===== src/rtl/sched_pkg.sv =====
// Shared encodings for the phase scheduler: state register values and the
// externally visible clk_stat codes used by the CPU top and debug monitor.
package sched_pkg;

  typedef logic [2:0] sched_state_t;

  localparam sched_state_t ST_HALT = 3'd0;
  localparam sched_state_t ST_F    = 3'd1;
  localparam sched_state_t ST_E    = 3'd2;
  localparam sched_state_t ST_M    = 3'd3;
  localparam sched_state_t ST_W    = 3'd4;

  localparam logic [2:0] CS_HALT  = 3'd0;
  localparam logic [2:0] CS_F     = 3'd1;
  localparam logic [2:0] CS_E     = 3'd2;
  localparam logic [2:0] CS_M     = 3'd3;
  localparam logic [2:0] CS_W     = 3'd4;
  localparam logic [2:0] CS_FWAIT = 3'd5;
  localparam logic [2:0] CS_MWAIT = 3'd6;

endpackage


===== src/rtl/sched_ws_wait_timer.sv =====
// Saturating wait-state counter; clear has priority over enable, and at_max
// flags the timeout threshold.
module wait_timer #(
  parameter int WAIT_W   = 4,
  parameter int WAIT_MAX = 15
) (
  input  logic              clk,
  input  logic              reset,
  input  logic              clr,
  input  logic              en,
  output logic [WAIT_W-1:0] cnt,
  output logic              at_max
);

  localparam logic [WAIT_W-1:0] MAX_V = WAIT_W'(WAIT_MAX);

  logic [WAIT_W-1:0] cnt_q, cnt_d;

  assign at_max = (cnt_q == MAX_V);
  assign cnt    = cnt_q;

  always_comb begin
    cnt_d = cnt_q;
    if (clr) begin
      cnt_d = '0;
    end else if (en && !at_max) begin
      cnt_d = cnt_q + WAIT_W'(1);
    end
  end

  always_ff @(posedge clk or negedge reset) begin
    if (!reset) begin
      cnt_q <= '0;
    end else begin
      cnt_q <= cnt_d;
    end
  end

endmodule


===== src/rtl/sched_ws.sv =====
// Phase scheduler: HALT/F/E/M/W sequencing with memory wait states,
// run/halt/single-step control and an instruction-retired counter.
module sched_ws
  import sched_pkg::*;
#(
  parameter int CNT_WIDTH = 32,
  parameter int WAIT_W    = 4,
  parameter int WAIT_MAX  = 15
) (
  input  logic                 clk,
  input  logic                 reset,
  input  logic                 run,
  input  logic                 step,
  input  logic                 mbus_ready,
  input  logic                 mem_req,
  output logic                 phf,
  output logic                 phe,
  output logic                 phm,
  output logic                 phw,
  output logic                 ph_done,
  output logic                 halted,
  output logic                 bus_err,
  output logic [WAIT_W-1:0]    wait_cnt,
  output logic [CNT_WIDTH-1:0] icnt,
  output logic [2:0]           clk_stat
);

  sched_state_t         state_q, state_d;
  logic                 step_mode_q, step_mode_d;
  logic [CNT_WIDTH-1:0] icnt_q, icnt_d;
  logic                 at_max;
  logic                 bus_phase;
  logic                 tmr_en;

  // Only F and a bus-using M sample mbus_ready and can accumulate waits.
  assign bus_phase = (state_q == ST_F) || ((state_q == ST_M) && mem_req);
  assign tmr_en    = bus_phase && !ph_done;
  assign bus_err   = bus_phase && at_max && !mbus_ready;
  assign halted    = (state_q == ST_HALT);
  assign icnt      = icnt_q;

  wait_timer #(
    .WAIT_W   (WAIT_W),
    .WAIT_MAX (WAIT_MAX)
  ) u_wait_timer (
    .clk    (clk),
    .reset  (reset),
    .clr    (!tmr_en),
    .en     (tmr_en),
    .cnt    (wait_cnt),
    .at_max (at_max)
  );

  always_comb begin
    phf      = 1'b0;
    phe      = 1'b0;
    phm      = 1'b0;
    phw      = 1'b0;
    ph_done  = 1'b0;
    clk_stat = CS_HALT;
    case (state_q)
      ST_F: begin
        phf      = 1'b1;
        ph_done  = mbus_ready || at_max;
        clk_stat = (wait_cnt != '0) ? CS_FWAIT : CS_F;
      end
      ST_E: begin
        phe      = 1'b1;
        ph_done  = 1'b1;
        clk_stat = CS_E;
      end
      ST_M: begin
        phm      = 1'b1;
        ph_done  = !mem_req || mbus_ready || at_max;
        clk_stat = (wait_cnt != '0) ? CS_MWAIT : CS_M;
      end
      ST_W: begin
        phw      = 1'b1;
        ph_done  = 1'b1;
        clk_stat = CS_W;
      end
      default: ;
    endcase
  end

  always_comb begin
    state_d     = state_q;
    step_mode_d = step_mode_q;
    icnt_d      = icnt_q;
    case (state_q)
      ST_HALT: begin
        if (run || step) begin
          state_d     = ST_F;
          step_mode_d = !run;
        end
      end
      ST_F: if (ph_done) state_d = ST_E;
      ST_E: state_d = ST_M;
      ST_M: if (ph_done) state_d = ST_W;
      ST_W: begin
        icnt_d  = icnt_q + CNT_WIDTH'(1);
        state_d = (run && !step_mode_q) ? ST_F : ST_HALT;
      end
      default: state_d = ST_HALT;
    endcase
  end

  always_ff @(posedge clk or negedge reset) begin
    if (!reset) begin
      state_q     <= ST_HALT;
      step_mode_q <= 1'b0;
      icnt_q      <= '0;
    end else begin
      state_q     <= state_d;
      step_mode_q <= step_mode_d;
      icnt_q      <= icnt_d;
    end
  end

endmodule


===== config.mk =====
export PLATFORM = sky130hd
export DESIGN_NAME = sched_ws
export DESIGN_NICKNAME = d
export VERILOG_FILES = /design/src/rtl/sched_pkg.sv /design/src/rtl/sched_ws_wait_timer.sv /design/src/rtl/sched_ws.sv
export SDC_FILE = /design/constraint.sdc
export NUM_CORES = 1
export LEC_CHECK = 0
export CAP_MARGIN = 5
export CELL_PAD_IN_SITES_DETAIL_PLACEMENT = 1
export CELL_PAD_IN_SITES_GLOBAL_PLACEMENT = 2
export CORE_MARGIN = 10
export CORE_UTILIZATION = 27
export CTS_CLUSTER_DIAMETER = 150
export DETAILED_ROUTE_END_ITERATION = 8
export MAX_ROUTING_LAYER = met4
export PLACE_DENSITY = 0.78
export SYNTH_ARGS = -nofsm -noshare
export SYNTH_HDL_FRONTEND = slang
export SYNTH_SLANG_ARGS = --single-unit

===== constraint.sdc =====
create_clock -name clk -period 1.8 [get_ports clk]
set_input_delay 0.27 -clock clk [delete_from_list [all_inputs] [get_ports clk]]
set_output_delay 0.27 -clock clk [all_outputs]
set_load 0.005 [all_outputs]

Word-level counts from Yosys, hierarchy flattened
Cells that the tools add are included.
{"block": "word_totals", "ff_bits": 40, "latchBits": 0, "mem_bits_rw": 0, "mem_bits_ro": 0, "output_inout_bits": 46, "word_cells": 52, "mem_count": 0}
{"block": "op_classes", "n_addsub": 2, "mul": 0, "div_mod_pow": 0, "n_lt_le_gt_ge": 0, "n_eq_ne": 9, "shifts": 0, "n_mux": 15, "n_bitwise": 0, "reduce_logical": 22}
{"cell": "$add 32x1->32 const B", "n": 1}
{"cell": "$mux 3", "n": 5}
{"cell": "$pmux 3 s5", "n": 1}
{"cell": "$pmux 3 s4", "n": 1}
{"cell": "$mux 4", "n": 2}
{"cell": "$eq 3x2->1 const B", "n": 2}
{"cell": "$logic_and 1x1->1", "n": 6}
{"cell": "$logic_not 1->1", "n": 6}
{"cell": "$ne 2x2->1 const B", "n": 3}
{"cell": "$logic_or 1x1->1", "n": 5}
{"cell": "$mux 1", "n": 5}
{"cell": "$add 4x1->4 const B", "n": 1}
{"cell": "$eq 4x4->1 const B", "n": 1}
{"cell": "$reduce_bool 4->1", "n": 1}
{"cell": "$eq 3x1->1 const B", "n": 1}
{"cell": "$eq 3x3->1 const B", "n": 1}
{"cell": "$logic_not 3->1", "n": 1}
{"cell": "$pmux 1 s3", "n": 1}
{"cell": "$reduce_and 3->1", "n": 1}
{"cell": "$ne 2x1->1 const B", "n": 1}
{"cell": "$reduce_and 2->1", "n": 1}
{"cell": "$reduce_or 2->1", "n": 1}

Logic depth before layout (Yosys ltp)
{"block": "logic_depth", "ltp_word": 9, "depth_mapped": 7}

Cells and area by module
Synthesis repeated with hierarchy kept, for this count alone.
{"block": "hier_totals", "cells_unflattened": 191, "hier_area_um2": 2011.9}
{"module": "sched_ws", "instances": 1, "cells_per_inst": 171, "area_each_um2": 1783.0}
{"module": "wait_timer", "instances": 1, "cells_per_inst": 20, "area_each_um2": 229.0}

Worst setup path after synthesis
OpenSTA, ideal clock, no wires.
{"block": "synth_path", "path_type": "reg-to-reg", "startpoint": "reg state_q[1]", "endpoint": "reg icnt_q[29], in the netlist icnt[29]", "setup_time_ns": 0.124, "arrival_ns": 1.623, "required_time_ns": 1.676, "slack_ns": 0.053, "path_stages_with_launch": 8, "path_buffers": 3, "synth_period_minus_slack_ns": 1.747, "path_cell_list": "dfrtp_1 -> buf_6 -> or3b_1 -> buf_6 -> nor3_4 -> buf_6 -> nand4_1 -> xnor2_1"}
{"block": "synth_via", "elab_chain_len": 1}
{"item": "start, declared", "line": "sched_ws.sv:28", "text": "sched_state_t state_q, state_d;"}
{"item": "start signal, assigned", "line": "sched_ws.sv:114", "text": "state_q <= state_d;"}
{"item": "$eq 3x3->1", "line": "sched_ws.sv:90", "text": "case (state_q)"}
{"item": "end signal, assigned", "line": "sched_ws.sv:116", "text": "icnt_q <= icnt_d;"}
{"item": "end, declared", "line": "sched_ws.sv:30", "text": "logic [CNT_WIDTH-1:0] icnt_q, icnt_d;"}
No other way between the ends.
A chain may end at the register's enable or synchronous reset.

Final worst setup path
{"block": "layout_path", "startpoint": "reg state_q[1]", "endpoint": "out bus_err"}
{"block": "layout_via", "elab_chain_len": 5, "word_cells_on_any_way": 6}
{"item": "$eq 3x2->1", "line": "sched_ws.sv:36", "text": "assign bus_phase = (state_q == ST_F) || ((state_q == ST_M) && mem_req);"}
{"item": "$logic_and 1x1->1", "line": "sched_ws.sv:36"}
{"item": "$logic_or 1x1->1 *", "line": "sched_ws.sv:36"}
{"item": "$logic_and 1x1->1 * (2 in series)", "line": "sched_ws.sv:38", "text": "assign bus_err = bus_phase && at_max && !mbus_ready;"}
{"item": "end, declared", "line": "sched_ws.sv:22", "text": "output logic bus_err,"}
Every way passes the cells marked *; elsewhere a longest branch is shown, timed or not.

==> flow_summary.ini <==
[die]
io_pins = 52
dieArea_mm2 = 0.01102
die_w_um = 105.0
rows = 30
core_mm2 = 0.006907
die_h_um = 105.0
start_util_pct = 28.22

[power_and_ir_drop]
peakVddDrop_v = 0.0004370
cellPowerDensity_mw_per_mm2 = 931.6
p_total_uw = 2758
p_leak_uw = 0.001312

[sta]
fmax_mhz = 562.3
rsz0062_at_grt = yes
layout_min_cycle_time_ns = 1.778
post-route-period-util_pct = 98.80
slew_headroom_pct = 67.41
setup_viol = 0
tightest_slew_ns = 0.4889
finalHoldViolations = 0
drv_slew = 0
clock_skew_ns = 0.01147

[logic_synthesis]
yosys.area.top_type = dfrtp_1
ys_top_cells_by_count = dfrtp_1 (40), xnor2_1 (31), nand4_1 (17)
synth_seq_cells = 40
synth_area_mm2 = 0.001949
synth-main-ff-cell = dfrtp_1
yosysMostFrequentCell = dfrtp_1
syn-num-nets = 191
synth_edf_count = 0
netlist.area_leader.share_pct = 51.35
synth_warnings = 0
netlist_instances = 182
seq_area_frac_synth_pct = 51.35
async_flop_share_pct = 100.0
ys_types = 33
synth_area_leaders = dfrtp_1 (51%), xnor2_1 (14%), nand4_1 (5.5%), and3_1 (2.6%), nand3_1 (2.3%)
synth_area_per_cell_um2 = 10.71

[setup_path]
end_kind = primary output
crit_path_start = state_q[1]
required_ns = 1.53
cp_max_fo = 3
cp-start-kind = flip-flop
r2r-start = state_q[1]
crit_type = flip-flop to primary output
crit_arrival_ns = 1.51

[clocking]
ctsHtreeMaxLevel = 2
cts_buffer_depth = 2
numCtsBuffers = 5
clkTransAtPathRegs_ns = 0.08
numClockSinks = 40
clockRootBuffer = clkbuf_8
cts_tree = done
clk_latency_ns = 0.29

[final_layout]
final_nets = 275
utilization_pct = 42.86
diodes = 0
drive_above_1_share_pct = 23.97
synthToLayoutAreaGrowth_pct = 51.86

[status]
outcome = finished, final reports clean

[drt]
wire_per_inst_um = 15.37
vias = 1685
drt-met1-wl_um = 2488
wl_met3_um = 173
drc = 0
antenna_left = 0
routed_wl_um = 5580
via_per_inst = 4.642
firstDrtPassIters = 4
routed.top_layer = met4
drt_iter0_drc = 58
wl_met2_um = 2812

[min_path]
hold_class = input pin to async pin

[placed_design]
io_buffers = 51
place_congestion = 0.7321
dp_hpwl_um = 3938

[global_route]
grt_pass1_vias = 1757
grt_antenna_before_repair = 0
gr-total-overflow = 0
grt_max_degree = 22
track_usage_pct = 10.09
grt_pass1_wl_um = 8963

[job]
drv_cap = 0
## worst paths after layout
| path | slack (ns) | to | depth (start not counted) |
|---|---|---|---|
| worst max register to register | 0.04 | icnt[21] | 6 |
| max in group asynchronous | 0.85 | icnt[26] | 3 |
| worst min-delay path | 0.46 | step_mode_q | 2 |
| min in group clk | 0.47 | icnt[31] | 1 |
| worst min register to register | 0.47 | icnt[31] | 1 |
| worst max-delay path | 0.02 | bus_err | 5 |
## cells by family after synthesis
family	Yosys count	synth area share (%)
AND/OR/NAND/NOR	81	24.65
adder cells (fa/ha/maj)	3	1.926
AO/OA/AOI/OAI	12	3.530
buffers and inverters	14	4.172
flip-flops	40	51.35
XOR/XNOR	32	14.38
## critical path, stage by stage (launching register included)
cell     delay (ns)
dfrtp_1        0.42
buf_4          0.15
nor2b_1        0.13
or3_4          0.34
nor2_2         0.08
buf_2          0.11
## area by class of cell
type | count | area, um2
clock inverters | 3 | 18.77
clock buffers | 5 | 68.82
inverters | 5 | 18.77
fillers | 799 | 3946
multi-input cells | 128 | 935.9
flip-flops and latches | 40 | 1001
repair buffers | 86 | 797.0
well taps | 96 | 120.1
## layer usage
metal | vias to the layer above | global-route usage (%)
met2 | 33 | 16.55
li1 | 800 | -
met5 | - | -
met1 | 846 | 11.81
met4 | 0 | 3.529
met3 | 6 | 2.334
## cell usage in the layout, fill, tap and decap left out, types with 2 or more instances in the layout
cell type / synthesis / routed
dlygate4sd2_1: 0 / 5
ha_1: 3 / 2
buf_2: 2 / 4
nand3_1: 9 / 5
clkdlybuf4s50_1: 0 / 39
nand2_1: 11 / 9
buf_4: 1 / 29
a21oi_1: 5 / 5
buf_12: 0 / 2
o21ai_0: 4 / 4
inv_1: 5 / 5
xnor2_1: 31 / 30
dfrtp_1: 40 / 40
clkbuf_8: 0 / 5
nor3_1: 3 / 2
nand2b_1: 2 / 2
and4_1: 3 / 3
and2_1: 6 / 6
nand3_2: 1 / 4
nor2_1: 12 / 11
buf_6: 3 / 2
nand2_2: 0 / 2
nand4_1: 17 / 17
clkinv_2: 0 / 2
and3_1: 8 / 8
## registers in the layout, summed over array words and instances (netlist names)
register	cells
icnt	32
step_mode_q	1
state_q	3
u_wait_timer.cnt	4
## per-stage QoR
stage	instance area (um2)	worst slack (ns)	instances	hold WS, ns	TNS [ns]
6_report	2960	0.02166	363	0.4635	0
5_1_grt	2960	-0.09212	363	0.4960	-0.5589
4_1_cts	2863	0.01050	359	0.4810	0
3_5_place_dp	2725	-0.2293	345	0.2673	-0.4807
3_3_place_gp	2725	-0.1931	345	0.2653	-0.3277
2_1_floorplan	1949	0.05310	182	-0.02559	0
## power breakdown
part / total (uW) / leakage (uW) / internal, uW / switching, uW
Combinational: 1090 / 0.000717 / 613 / 479
Sequential: 1070 / 0.000548 / 985 / 82.2
Clock: 598 / 0.0000479 / 270 / 328
## timing repair
item / CTS / global route
resized for setup: 25 / 15
hold endpoints to repair: 19 / 0
pin swaps: 1 / 14
hold buffers: 1 / 0
endpoints found under the setup margin: 10 / 15
gates cloned: 0 / 1
buffers inserted: 5 / 3
(Power assumes the default switching activity.)
==> edit 1 (config.mk and constraints unchanged) <==
The parameter `CNT_WIDTH` goes from 32 to 64.
--- a/src/rtl/sched_ws.sv
+++ b/src/rtl/sched_ws.sv
@@ -5,3 +5,3 @@
 #(
-  parameter int CNT_WIDTH = 32,
+  parameter int CNT_WIDTH = 64,
   parameter int WAIT_W    = 4,
Ports: changed (resized icnt); port bits go from 52 to 84. No check against the original RTL was run, so the function may have changed too.
==> edit 1 against the original RTL <==
The flow now finishes with violations (negative setup slack); worst setup slack worse by 0.14 ns; wire length is 130% higher; via count is 110% higher; final area is 120% higher; sequential share of layout area is 6.5 points lower; first-iteration DRC count grew to 2.7 times the old value; count of clock-buffer cells in the layout is 11 higher; total power is 77% higher; sequential cell count is 32 higher; synthesized area is 83% higher; global-route usage is 4.3 points higher; critical endpoint is now icnt[57].
==> edit 1: results (changes against the original RTL) <==
timing:
  fin_ws_ns: -0.117  # -0.139 ns
  finClkSkew_ns: 0.00681  # -0.00466 ns
  fin_hold_ws_ns: 0.472  # +0.00868 ns
  worstMarginPinSlew_ns: 0.416  # -0.0728 ns
  setup_tns_ns: -0.984  # -0.984 ns
  setup_viol: 14  # +14
finish:
  drive_above_1_share_pct: 42.7  # +19 points
  largest_reg_flops: 64  # +100%
  nets: 583  # +110%
  instances_no_fill: 751  # +110%
  fillers: 1388  # +74%
drt:
  drt_iter0_markers: 154  # +170%
  routed_wl_mm: 13.0  # +130%
  dr_wl_met3_um: 745  # +330%
  wl_met2_mm: 6.95  # +150%
  via_per_inst: 4.64  # about the same
  met1_length_mm: 5.14  # +110%
pwr:
  vdd_drop_max_mv: 0.696  # +59%
  p_leak_nw: 3.30  # +150%
logic_synthesis:
  synth_area_leaders: "dfrtp_1 (50%), xor2_1 (8.3%), xnor2_1 (7.6%)"
  synth_nets: 348  # +82%
  synth_common_cells: "dfrtp_1 (72), xor2_1 (34), xnor2_1 (31)"
  syn_inst: 339  # +86%
  synth_cell_types: 43  # +30%
  ys_seq_area_share_pct: 50.4  # -0.95 points
clock_tree:
  cts-root-buf: "clkbuf_16"
  cts-htree-levels: 3  # +1
  cts_setup_buffers: 17  # +12
  cts_resized: 75  # +200%
  clock_latency_ns: 0.33  # +0.04 ns
  cts.clk_slew.worst_paths_ns: 0.06  # -0.02 ns
  cts_buffers: 9  # +4
setup_path:
  critPathSlowestCell: "or4_4"
  critPathMaxFanout: 6  # +3
  worstPathArrival_ns: 2.13  # +0.62 ns
  critPathLaunch: "icnt[38]"
  max_stage_delay_ns: 0.55  # +0.13 ns
  critPathCapture: "icnt[57]"
placement:
  pre_cts_ws_ns: -0.200  # +0.0292 ns
  place_congestion: 0.806  # +10%
  hpwl_mm: 9.06  # +130%
  dp_cells: 694  # +100%
  port-buffer-count: 83  # +63%
  placed_area_um2: 5520  # +100%
min_path:
  min_path_type: "reg -> reg"
  hp-start: "icnt[63]"
grt:
  grt_max_degree: 73  # +230%
  use_met2_pct: 24.5  # +7.9 points
  grt_pass1_vias: 3920  # +120%
  gr-usage-met3_pct: 4.75  # +2.4 points
  gr-usage-met1_pct: 15.8  # +4.0 points
  grt_usage_pct: 14.4  # +4.3 points
  grt_pass1_wl_mm: 20.6  # +130%
outcome:
  outcome: "complete, but fails checks"
  violations: "negative setup slack"
edit 1: worst reg2reg max path: stages (launching register included):
cell	delay, ns
dfrtp_1	0.39
nand3_4	0.11
or4_4	0.55
or2_4	0.32
buf_4	0.17
nor4_4	0.15
xnor2_1	0.11
edit 1: cell families after synthesis:
| group | Yosys count | synth area share, % |
|---|---|---|
| buf+inv | 20 | 2.45 |
| mux | 1 | 0.315 |
| compound gates | 13 | 2.28 |
| fa+ha+maj | 3 | 1.05 |
| simple gates | 165 | 27.6 |
| flops | 72 | 50.4 |
| xor+xnor | 65 | 15.9 |
edit 1: cell type report:
cell class,count,area (µm²),share of cell area [%]
flip-flops and latches,72,1800,27.3
clock buffers,16,272,4.11
repair buffers,230,2010,30.3
well taps,172,215,3.26
multi-input cells,247,2260,34.2
inverters,14,55.1,0.833
edit 1: report_power, final:
part / total (mW) / internal [mW] / switching (mW)
logic: 1.41 / 0.766 / 0.641
clock network: 1.68 / 1.01 / 0.663
registers: 1.79 / 1.71 / 0.0773
==> edit 2 (same settings) <==
Made on the original files. Reset style: synchronous (`reset`), changed in 2 clocked blocks.
--- a/src/rtl/sched_ws_wait_timer.sv
+++ b/src/rtl/sched_ws_wait_timer.sv
@@ -30,3 +30,3 @@
 
-  always_ff @(posedge clk or negedge reset) begin
+  always_ff @(posedge clk) begin
     if (!reset) begin
--- a/src/rtl/sched_ws.sv
+++ b/src/rtl/sched_ws.sv
@@ -107,3 +107,3 @@
 
-  always_ff @(posedge clk or negedge reset) begin
+  always_ff @(posedge clk) begin
     if (!reset) begin
Behaviour: differs if reset is asserted again (counterexample within 4 cycles, from zero or initial values and one cycle with reset low); with reset held inactive, the same outputs for 10 cycles.
==> edit 2 against the original RTL <==
The flow now finishes with violations (negative setup slack); wire length grew 21%; final area is 13% higher; synthesized area increased by 2.2%; via count up 25%; hold slack improved by 0.017 ns; worst setup slack got worse by 0.20 ns; sequential cell count did not move.
Power is not compared: it rests on default switching activity, and its combinational part moved more than twofold at a synthesized area within 25%.
==> edit 2: results (changes against the original RTL) <==
placement:
  pre_cts_ws_ns: -0.163  # +0.0667 ns
  placed_area_um2: 2910  # +6.7%
  hpwl_mm: 4.66  # +18%
  place_congestion: 0.769  # +5.0%
drt:
  wl_per_cell_um: 15.4  # +0.37%
  dr.pass1.iters: 4  # unchanged
  via_per_inst: 4.83  # +4.1%
  drt_iter0_markers: 67  # +16%
grt:
  antenna_found_initial: 0  # unchanged
  grt_pass1_vias: 2244  # +28%
  grt_usage_pct: 11.9  # +1.8 points
  grt_pass1_wl_mm: 11.0  # +23%
pwr:
  swShare_pct: 24.8
setup_path:
  r2r_end: "icnt[24]"
  critPathMaxFanout: 5  # +2
  reg2reg_depth: 6  # unchanged
  worstPathArrival_ns: 2.21  # +0.70 ns
  r2r-start: "state_q[1]"
  path_class: "reg -> reg"
logic_synthesis:
  ys_seq_area_share_pct: 40.2  # -11 points
  async_flop_share_pct: 0  # -100 points
  synth_nets: 249  # +30%
  synth_area_leaders: "dfxtp_1 (40%), a21oi_1 (5.0%), mux2i_1 (5.0%)"
  yosys.area.top_type: "dfxtp_1"
  synth_common_cells: "dfxtp_1 (40), nand2_1 (24), a21oi_1 (20)"
finish:
  nets: 345  # +25%
  fillers: 850  # +6.4%
  drive_above_1_share_pct: 33.2  # +9.3 points
outcome:
  outcome: "complete, but fails checks"
  violations: "negative setup slack"
timing:
  setup_viol: 13  # +13
  setup_tns_ns: -1.28  # -1.28 ns
  worstMarginPinSlew_ns: 0.347  # -0.142 ns
  fin_ws_ns: -0.179  # -0.201 ns
  finClkSkew_ns: 0.00806  # -0.00341 ns
min_path:
  min_path_type: "reg -> reg"
clock_tree:
  cts-htree-levels: 2  # unchanged
  cts-root-buf: "clkbuf_8"
## edit 2: worst min-delay path by stage
stage | cells after the start | slack [ns] | endpoint
after detailed placement | 2 | 0.47 | icnt[31]
after CTS | 2 | 0.48 | icnt[31]
after global placement | 2 | 0.46 | icnt[31]
after global routing | 2 | 0.54 | icnt[29]
final | 2 | 0.48 | icnt[31]
after floorplan | 1 | 0.37 | step_mode_q
## edit 2: power groups by stage
stage	registers (mW)	clock network (mW)	logic [mW]
after floorplan	0.918	0	0.0941
after global placement	0.920	0	0.197
after detailed placement	0.920	0	0.201
after CTS	0.901	0.653	0.205
after global routing	0.905	0.700	0.228
final	0.903	0.631	0.208
## edit 2: final cells by class
type / count / area (µm²) / share of cell area (%)
clock buffers: 6 / 82.6 / 2.48
clock inverters: 2 / 10.0 / 0.301
inverters: 7 / 26.3 / 0.789
multi-input cells: 179 / 1310 / 39.3
flip-flops and latches: 40 / 823 / 24.7
well taps: 99 / 124 / 3.72
repair buffers: 103 / 956 / 28.7
## edit 2: stage by stage
| stage | hold slack, ns | util (%) | total power, mW | cells |
|---|---|---|---|---|
| after floorplan | 0.367 | - | 1.01 | 240 |
| after global placement | 0.464 | 40.3 | 1.12 | 416 |
| after detailed placement | 0.471 | 40.3 | 1.12 | 416 |
| after CTS | 0.483 | 43.5 | 1.76 | 433 |
| after global routing | 0.539 | 46.2 | 1.83 | 436 |
| final | 0.481 | 46.2 | 1.74 | 436 |
## edit 2: kinds of logic (layout without fill, tap and decap cells)
kind of cell | after synthesis | count (layout) | synth area share, %
buffers and inverters | 21 | 118 | 4.59
DFF | 40 | 40 | 40.2
AOI/OAI and AO/OA | 39 | 39 | 11.5
xor gates and xnor gates | 11 | 11 | 4.84
muxes | 10 | 10 | 5.03
and+or+nand+nor | 116 | 116 | 32.0
adders and majority gates | 3 | 3 | 1.88
## edit 2: timing repair
| item | in CTS | in global routing |
|---|---|---|
| endpoints found under the setup margin | 21 | 24 |
| buffers inserted | 8 | 2 |
| resized for setup | 30 | 37 |
| pin swaps | 15 | 9 |
| gates cloned | 1 | 1 |
| hold buffers | 0 | 0 |
## edit 2: worst max-delay path, stage by stage (launching register included)
cell and delay [ns]:
dfxtp_2 0.33, buf_6 0.12, nand4bb_4 0.19, or4_4 0.52
buf_6 0.15, or4_4 0.48, a21oi_2 0.13
## edit 2: metal layers
layer,vias to the layer above,track usage [%],wire length (µm)
met5,-,-,0
met4,0,2.90,32
met3,6,2.66,239
met2,34,19.8,3270
met1,1020,14.1,3180
li1,1046,-,-
